--- src/rtl/system_queue_request_tracker.sv ---
// Request tracker: tags accepted memory requests with a slot and ID, owns the global cycle counter,
// and emits one registered stat record per response. Optional macro TRACKER_OCCUPANCY_EN adds occupancy outputs.
module system_queue_request_tracker #(
  parameter int unsigned NUM_SLOTS = 16,
  parameter int unsigned SLOT_W    = 4,
  parameter int unsigned ADDR_W    = 32,
  parameter int unsigned ID_W      = 32
) (
  input  logic              clk,
  input  logic              reset,
  input  logic              req_valid,
  output logic              req_ready,
  input  logic [ADDR_W-1:0] req_addr,
  input  logic              req_rd_en,
  input  logic              req_wr_en,
  output logic [SLOT_W-1:0] req_slot,
  input  logic              resp_valid,
  input  logic [SLOT_W-1:0] resp_slot,
  output logic [63:0]       globalCycle,
  output logic              resp_fire,
  output logic [ID_W-1:0]   request_id,
  output logic [ADDR_W-1:0] addr,
  output logic              rd_en,
  output logic              wr_en,
  output logic [63:0]       stat_cycle,
  output logic [63:0]       stat_latency,
  output logic              err_bad_resp
`ifdef TRACKER_OCCUPANCY_EN
  ,
  output logic [SLOT_W:0]   occupancy,
  output logic [SLOT_W:0]   occupancy_max
`endif
);

  localparam int unsigned CYC_W = 64;

  typedef struct packed {
    logic [ID_W-1:0]   id;
    logic [ADDR_W-1:0] addr;
    logic              rd;
    logic              wr;
    logic [CYC_W-1:0]  issue;
  } slot_entry_t;

  slot_entry_t              slots_q [NUM_SLOTS];
  logic [NUM_SLOTS-1:0]     busy_q, busy_d;
  logic [CYC_W-1:0]         cycle_q;
  logic [ID_W-1:0]          id_q;
  logic [SLOT_W-1:0]        free_idx;
  logic                     any_free;
  logic                     accept;
  logic                     resp_hit;
  logic                     resp_bad;

  logic                     fire_q;
  logic [ID_W-1:0]          rec_id_q;
  logic [ADDR_W-1:0]        rec_addr_q;
  logic                     rec_rd_q;
  logic                     rec_wr_q;
  logic [CYC_W-1:0]         rec_cycle_q;
  logic [CYC_W-1:0]         rec_lat_q;
  logic                     err_q;

  // Lowest free slot, taken from the current bitmap so a slot freed this cycle is not reused until next
  always_comb begin
    free_idx = '0;
    any_free = 1'b0;
    for (int i = int'(NUM_SLOTS) - 1; i >= 0; i--) begin
      if (!busy_q[i]) begin
        free_idx = SLOT_W'(i);
        any_free = 1'b1;
      end
    end
  end

  assign accept   = req_valid && any_free;
  assign resp_hit = resp_valid && busy_q[resp_slot];
  assign resp_bad = resp_valid && !busy_q[resp_slot];

  always_comb begin
    busy_d = busy_q;
    if (accept)   busy_d[free_idx]  = 1'b1;
    if (resp_hit) busy_d[resp_slot] = 1'b0;
  end

  always_ff @(posedge clk or posedge reset) begin
    if (reset) begin
      busy_q      <= '0;
      cycle_q     <= '0;
      id_q        <= '0;
      fire_q      <= 1'b0;
      rec_id_q    <= '0;
      rec_addr_q  <= '0;
      rec_rd_q    <= 1'b0;
      rec_wr_q    <= 1'b0;
      rec_cycle_q <= '0;
      rec_lat_q   <= '0;
      err_q       <= 1'b0;
    end else begin
      busy_q  <= busy_d;
      cycle_q <= cycle_q + CYC_W'(1);
      fire_q  <= resp_hit;
      if (accept) id_q <= id_q + ID_W'(1);
      if (resp_hit) begin
        rec_id_q    <= slots_q[resp_slot].id;
        rec_addr_q  <= slots_q[resp_slot].addr;
        rec_rd_q    <= slots_q[resp_slot].rd;
        rec_wr_q    <= slots_q[resp_slot].wr;
        rec_cycle_q <= cycle_q;
        rec_lat_q   <= cycle_q - slots_q[resp_slot].issue;
      end
      if (resp_bad) err_q <= 1'b1;
    end
  end

  // Payload storage needs no reset: contents are only read while the busy bit is set
  always_ff @(posedge clk) begin
    if (accept) begin
      slots_q[free_idx] <= '{id: id_q, addr: req_addr, rd: req_rd_en, wr: req_wr_en, issue: cycle_q};
    end
  end

  assign req_ready    = any_free;
  assign req_slot     = free_idx;
  assign globalCycle  = cycle_q;
  assign resp_fire    = fire_q;
  assign request_id   = rec_id_q;
  assign addr         = rec_addr_q;
  assign rd_en        = rec_rd_q;
  assign wr_en        = rec_wr_q;
  assign stat_cycle   = rec_cycle_q;
  assign stat_latency = rec_lat_q;
  assign err_bad_resp = err_q;

`ifdef TRACKER_OCCUPANCY_EN
  localparam int unsigned OCC_W = SLOT_W + 1;

  logic [OCC_W-1:0] occ_q, occ_d, occ_max_q;

  // Accept and release in the same cycle cancel out
  always_comb begin
    occ_d = occ_q + OCC_W'(accept) - OCC_W'(resp_hit);
  end

  always_ff @(posedge clk or posedge reset) begin
    if (reset) begin
      occ_q     <= '0;
      occ_max_q <= '0;
    end else begin
      occ_q <= occ_d;
      if (occ_d > occ_max_q) occ_max_q <= occ_d;
    end
  end

  assign occupancy     = occ_q;
  assign occupancy_max = occ_max_q;
`endif

endmodule

--- config.mk ---
export PLATFORM = sky130hd
export DESIGN_NAME = system_queue_request_tracker
export DESIGN_NICKNAME = d
export VERILOG_FILES = /design/src/rtl/system_queue_request_tracker.sv
export SDC_FILE = /design/constraint.sdc
export NUM_CORES = 2
export LEC_CHECK = 0
export ABC_AREA = 1
export CAP_MARGIN = 20
export CORE_MARGIN = 2
export CORE_UTILIZATION = 50
export CTS_CLUSTER_DIAMETER = 200
export CTS_CLUSTER_SIZE = 12
export DETAILED_ROUTE_END_ITERATION = 8
export PLACE_DENSITY = 0.67
export SYNTH_ARGS = -nofsm -noshare
export SYNTH_HDL_FRONTEND = slang
export SYNTH_SLANG_ARGS = --single-unit
export TNS_END_PERCENT = 1
--- constraint.sdc ---
create_clock -name clk -period 17.6 [get_ports clk]
set_clock_uncertainty 0.15 [all_clocks]
set_input_delay 5.28 -clock clk [delete_from_list [all_inputs] [get_ports clk]]
set_output_delay 5.28 -clock clk [all_outputs]
set_load 0.005 [all_outputs]
==> results_tabular.tex <==
\begin{tabular}{lr}
\hline
Metric & Value \\
\hline
\multicolumn{2}{l}{\textbf{STA}} \\
Transition time at the pin with the least slew margin & 1.17 ns \\
Max-slew violation count & 0 \\
Upper clock frequency limit & 0.0931 GHz \\
Setup tns final & 0 ns \\
Shortest period the worst path allows & 10.74 ns \\
Final setup vio count & 0 \\
Min Hold Slack & roughly 0.33 ns \\
Unrepaired setup endpoints after global routing & false \\
Final Cycle Share & 0.610 \\
Worst slew margin relative to its limit & 0.220 \\
Setup ws final & 6.86 ns \\
Final hold vios & 0 \\
\multicolumn{2}{l}{\textbf{Critical path}} \\
Worst flop-to-flop path startpoint & busy\_q[15] \\
Bufs and invs on worst path & 4 \\
Critical Path, Cell by Cell & buf\_8 -> buf\_4 -> nor2\_4 -> buf\_4 -> buf\_4 -> a22oi\_1 -> a31oi\_1 -> nor3\_1 -> ha\_1 -> a21oi\_1 -> o21ai\_0 -> a21boi\_0 -> o21ai\_0 -> nand3b\_1 -> xor2\_1 -> o21ai\_0 \\
Critical Path Start & resp\_slot[1] \\
Library cell contributing the largest single delay on the critical path & sky130\_fd\_sc\_hd\_\_buf\_4 \\
WS Path Type & input pin to flip-flop \\
Startpoint types & input pin \\
Path depth of the worst reg2reg path & 20 \\
Worst-case register-to-register setup slack & 12.74 ns \\
Critical path required time & roughly 18 ns \\
Maximum fanout encountered on the critical timing path & 98 \\
Worst endpoint data arrival time & 11.36 ns \\
Max stage delay on crit path & 0.82 ns \\
Critical Path Sink Type & flip-flop \\
Delay-heaviest family, CP & buffers and inverters \\
Logic depth of the worst setup path including buffers & 16 \\
FF-to-FF End & slots\_q[8][14] \\
\multicolumn{2}{l}{\textbf{Floorplanning}} \\
Die outline area & 195,000 um\^{}2 \\
Horiz. Die Dim & 441 um \\
Starting density of the core & 0.503 \\
Standard cell core area & 190,000 um\^{}2 \\
Row count & 160 \\
I/O pin cnt & 307 \\
Die Y-Extent & 441 um \\
\multicolumn{2}{l}{\textbf{Clock network}} \\
Cts bufs inserted & 216 \\
Clock Sink Count & roughly 2,400 \\
Cts hold-fix bufs & 0 \\
Cell at the root of the clock tree & sky130\_fd\_sc\_hd\_\_clkbuf\_16 \\
Level count of the clock H-tree & 4 \\
Buffer depth of the longest clock path & 3 \\
TritonCTS clock tree & built \\
Count of instances resized after the clock tree is built & 0 \\
Clock Latency Late Sink & 0.89 ns \\
Post-CTS Setup Bufs & 0 \\
Clock Pin Slew Worst Setup and Hold Paths & about 0.060 ns \\
\multicolumn{2}{l}{\textbf{Yosys}} \\
Biggest area consumer among synthesized cells & sky130\_fd\_sc\_hd\_\_edfxtp\_1 \\
Syn\_nets & 7,212 \\
Register area share after synthesis & 0.735 \\
Number of synthesis warnings & 0 \\
Netlist cell types & 53 \\
Main area contributors after synthesis & sky130\_fd\_sc\_hd\_\_edfxtp\_1 65\%, sky130\_fd\_sc\_hd\_\_dfrtp\_1 8.1\%, sky130\_fd\_sc\_hd\_\_nand3\_1 7.3\% \\
Area of the mapped netlist & 95,500 um\^{}2 \\
Post-Synthesis Cells & 7,104 \\
Portion of synthesized cell area occupied by the leading cell type & 0.654 \\
Average cell area after synthesis & 13.4 um\^{}2 \\
Synthesized flop and latch total & 2,388 \\
\multicolumn{2}{l}{\textbf{Placement}} \\
Post-Place Cell Area & 101,000 um\^{}2 \\
Post-place setup slack & 6.21 ns \\
Placed wire-length estimate after detailed placement & 160 mm \\
Weighted congestion reported at the end of routability-driven placement & 0.995 \\
Port buffer count & 306 \\
\multicolumn{2}{l}{\textbf{Power and ir drop}} \\
PnR Total Power & between 10 and 15 mW \\
Leakage power of the design & 36.8 nW \\
Worst IR Drop VDD & 90.5 uV \\
PwrDens & 130 nW/um\^{}2 \\
Fraction of power spent switching nets & 0.280 \\
Share of total power in combinational logic & 0.151 \\
Sw power & 3.91 mW \\
Sequential fraction of design power & 0.534 \\
Total internal power & 10.0 mW \\
Clock power share & 0.315 \\
\multicolumn{2}{l}{\textbf{GRT}} \\
Number of antenna violations at the first check in global routing & 9 \\
Global routing usage summed across all routing layers & 0.293 \\
Vias in the first global route & 60,820 \\
First-pass GRT wire length & 416 mm \\
Total overflow reported by the global router & 0 \\
Largest net degree at the start of global routing & 235 \\
\multicolumn{2}{l}{\textbf{Worst hold path}} \\
Class of the tightest hold or removal check & flip-flop to flip-flop \\
Hold-critical path endpoint & stat\_latency[62] \\
Min-delay src & stat\_latency[62] \\
Number of instances on the worst hold path & 2 \\
\multicolumn{2}{l}{\textbf{Outcome}} \\
Outcome & finished, final reports clean \\
\multicolumn{2}{l}{\textbf{Route}} \\
Overall routed net length & 290 mm \\
Number of iterations in the first detailed-routing pass & 8 \\
WL/cell & 28.9 um \\
Via/cell ratio & 6.33 \\
Remaining DRCs & 0 \\
Routed Antenna Nets & 0 \\
Vias & approximately 63,000 \\
Count of routing violations after the opening detailed-route iteration & 7,491 \\
\multicolumn{2}{l}{\textbf{Final layout}} \\
Total non-filler cell area in the finished layout & 108,000 um\^{}2 \\
Synthesis-to-finish area growth & 12.6\% \\
Share of post-route cells with drive strength above 1 & 0.0573 \\
Net count of the finished layout & 7,426 \\
Fillcell total & between 15,000 and 20,000 \\
\multicolumn{2}{l}{\textbf{Run}} \\
Reported max-cap violation count & 0 \\
\hline
\end{tabular}
-- cell type report --
cell class	count	area, um^2	share of cell area
Clock buffer	376	6010	0.0559
Clock inverter	15	374	0.00348
Tap cell	2511	3140	0.0292
Sequential cell	2388	70200	0.653
Antenna cell	4	10.0	0.0000931
Inverter	304	1280	0.0119
Timing Repair Buffer	440	4180	0.0389
Multi-Input combinational cell	3968	22400	0.208
-- metal layers --
metal,vias up,track usage,part of all wire
li1,27453,-,-
met4,6,0.134,0.048
met3,573,0.0460,0.084
met5,-,0,0.00011
met1,31932,0.394,0.39
met2,3371,0.472,0.48
-- Yosys cell counts (all sizes together) --
library cell / count
o211ai: 8
a21boi: 4
dfrtp: 308
o22ai: 17
o21a: 3
a21o: 6
ha: 65
or3: 2
a211oi: 1
nand3: 1386
buf: 124
inv: 303
clkinv: 1
a22oi: 511
nand2: 601
a221oi: 9
mux2: 1
fa: 1
a22o: 119
a31oi: 257
o2111ai: 9
nor3: 181
clkbuf: 320
nand3b: 14
nor4: 21
xnor2: 38
edfxtp: 2080
a21oi: 97
o21ai: 223
or2: 5
xor2: 91
nor2: 235
and3: 4
nand4: 42
o21bai: 17
-- how the worst max path moves through the flow --
stage                            end
floorplan                    addr[0]
global placement    stat_latency[36]
detailed placement  stat_latency[62]
CTS                 stat_latency[62]
global route        stat_latency[38]
finish              stat_latency[38]
-- power by group through the flow --
stage | registers [mW] | clock network (mW) | logic [mW]
6_report | 7.43 | 4.38 | 2.11
5_1_grt | 7.49 | 4.65 | 2.25
4_1_cts | 7.43 | 4.43 | 2.11
3_5_place_dp | 7.54 | 0 | 2.11
3_3_place_gp | 7.52 | 0 | 2.08
2_1_floorplan | 7.52 | 0 | 1.03
-- placed cells by master (no fill, tap or decap), types with 38 or more instances in the layout --
cell and count:
sky130_fd_sc_hd__edfxtp_1 2080, sky130_fd_sc_hd__nand3_1 1385, sky130_fd_sc_hd__nand2_1 590, sky130_fd_sc_hd__a22oi_1 511
sky130_fd_sc_hd__dfrtp_1 308, sky130_fd_sc_hd__clkdlybuf4s50_1 304, sky130_fd_sc_hd__inv_1 281, sky130_fd_sc_hd__a31oi_1 256
sky130_fd_sc_hd__nor2_1 223, sky130_fd_sc_hd__clkbuf_16 216, sky130_fd_sc_hd__nor3_1 176, sky130_fd_sc_hd__o21ai_0 167
sky130_fd_sc_hd__clkbuf_1 160, sky130_fd_sc_hd__buf_4 127, sky130_fd_sc_hd__a22o_1 119, sky130_fd_sc_hd__a21oi_1 97
sky130_fd_sc_hd__xor2_1 91, sky130_fd_sc_hd__ha_1 65, sky130_fd_sc_hd__o21ai_1 56, sky130_fd_sc_hd__nand4_1 42
sky130_fd_sc_hd__xnor2_1 38
-- worst register-to-register path, stage by stage, from the launching register on --
cell	delay, ns
sky130_fd_sc_hd__dfrtp_1	0.35
sky130_fd_sc_hd__inv_1	0.06
sky130_fd_sc_hd__nand2_1	0.07
sky130_fd_sc_hd__nand2_1	0.05
sky130_fd_sc_hd__nand2_1	0.06
sky130_fd_sc_hd__nand2_1	0.05
sky130_fd_sc_hd__nand2_1	0.05
sky130_fd_sc_hd__nand2_1	0.04
sky130_fd_sc_hd__nand2_1	0.08
sky130_fd_sc_hd__nand2_1	0.05
sky130_fd_sc_hd__nand2_1	0.06
sky130_fd_sc_hd__nand2_1	0.05
sky130_fd_sc_hd__nand2_1	0.08
sky130_fd_sc_hd__nand2_1	0.14
sky130_fd_sc_hd__nand2_1	0.20
sky130_fd_sc_hd__nand2_1	0.15
sky130_fd_sc_hd__nand2_1	0.22
sky130_fd_sc_hd__nand3_1	0.25
sky130_fd_sc_hd__inv_8	0.51
sky130_fd_sc_hd__buf_4	0.80
sky130_fd_sc_hd__buf_4	0.92
-- logic make-up (layout without fill, tap and decap cells) --
kind of cell	Yosys count	count (layout)	synth area share
simple gates	2491	2491	0.123
flops	2388	2388	0.735
compound gates	1281	1281	0.0906
buf+inv	748	1135	0.0317
xor+xnor	129	129	0.0118
fa+ha+maj	66	66	0.00872
mux	1	1	0.000118
other cells	0	4	0
-- flip-flops by register name (all words and copies together), names as in the netlist --
register and cells:
id_q 32, err_bad_resp 1, globalCycle 64, wr_en 1, slots_q 2080, stat_latency 64, resp_fire 1, rd_en 1
stat_cycle 64, request_id 32, addr 32, busy_q 16
-- per-stage QoR --
stage,std cells,utilization
after CTS,10000,0.566
after global routing,10005,0.566
final,10006,0.566
after detailed placement,9609,0.532
after global placement,9609,0.532
after floorplan,7104,-
Power figures use the tool's default switching activity.
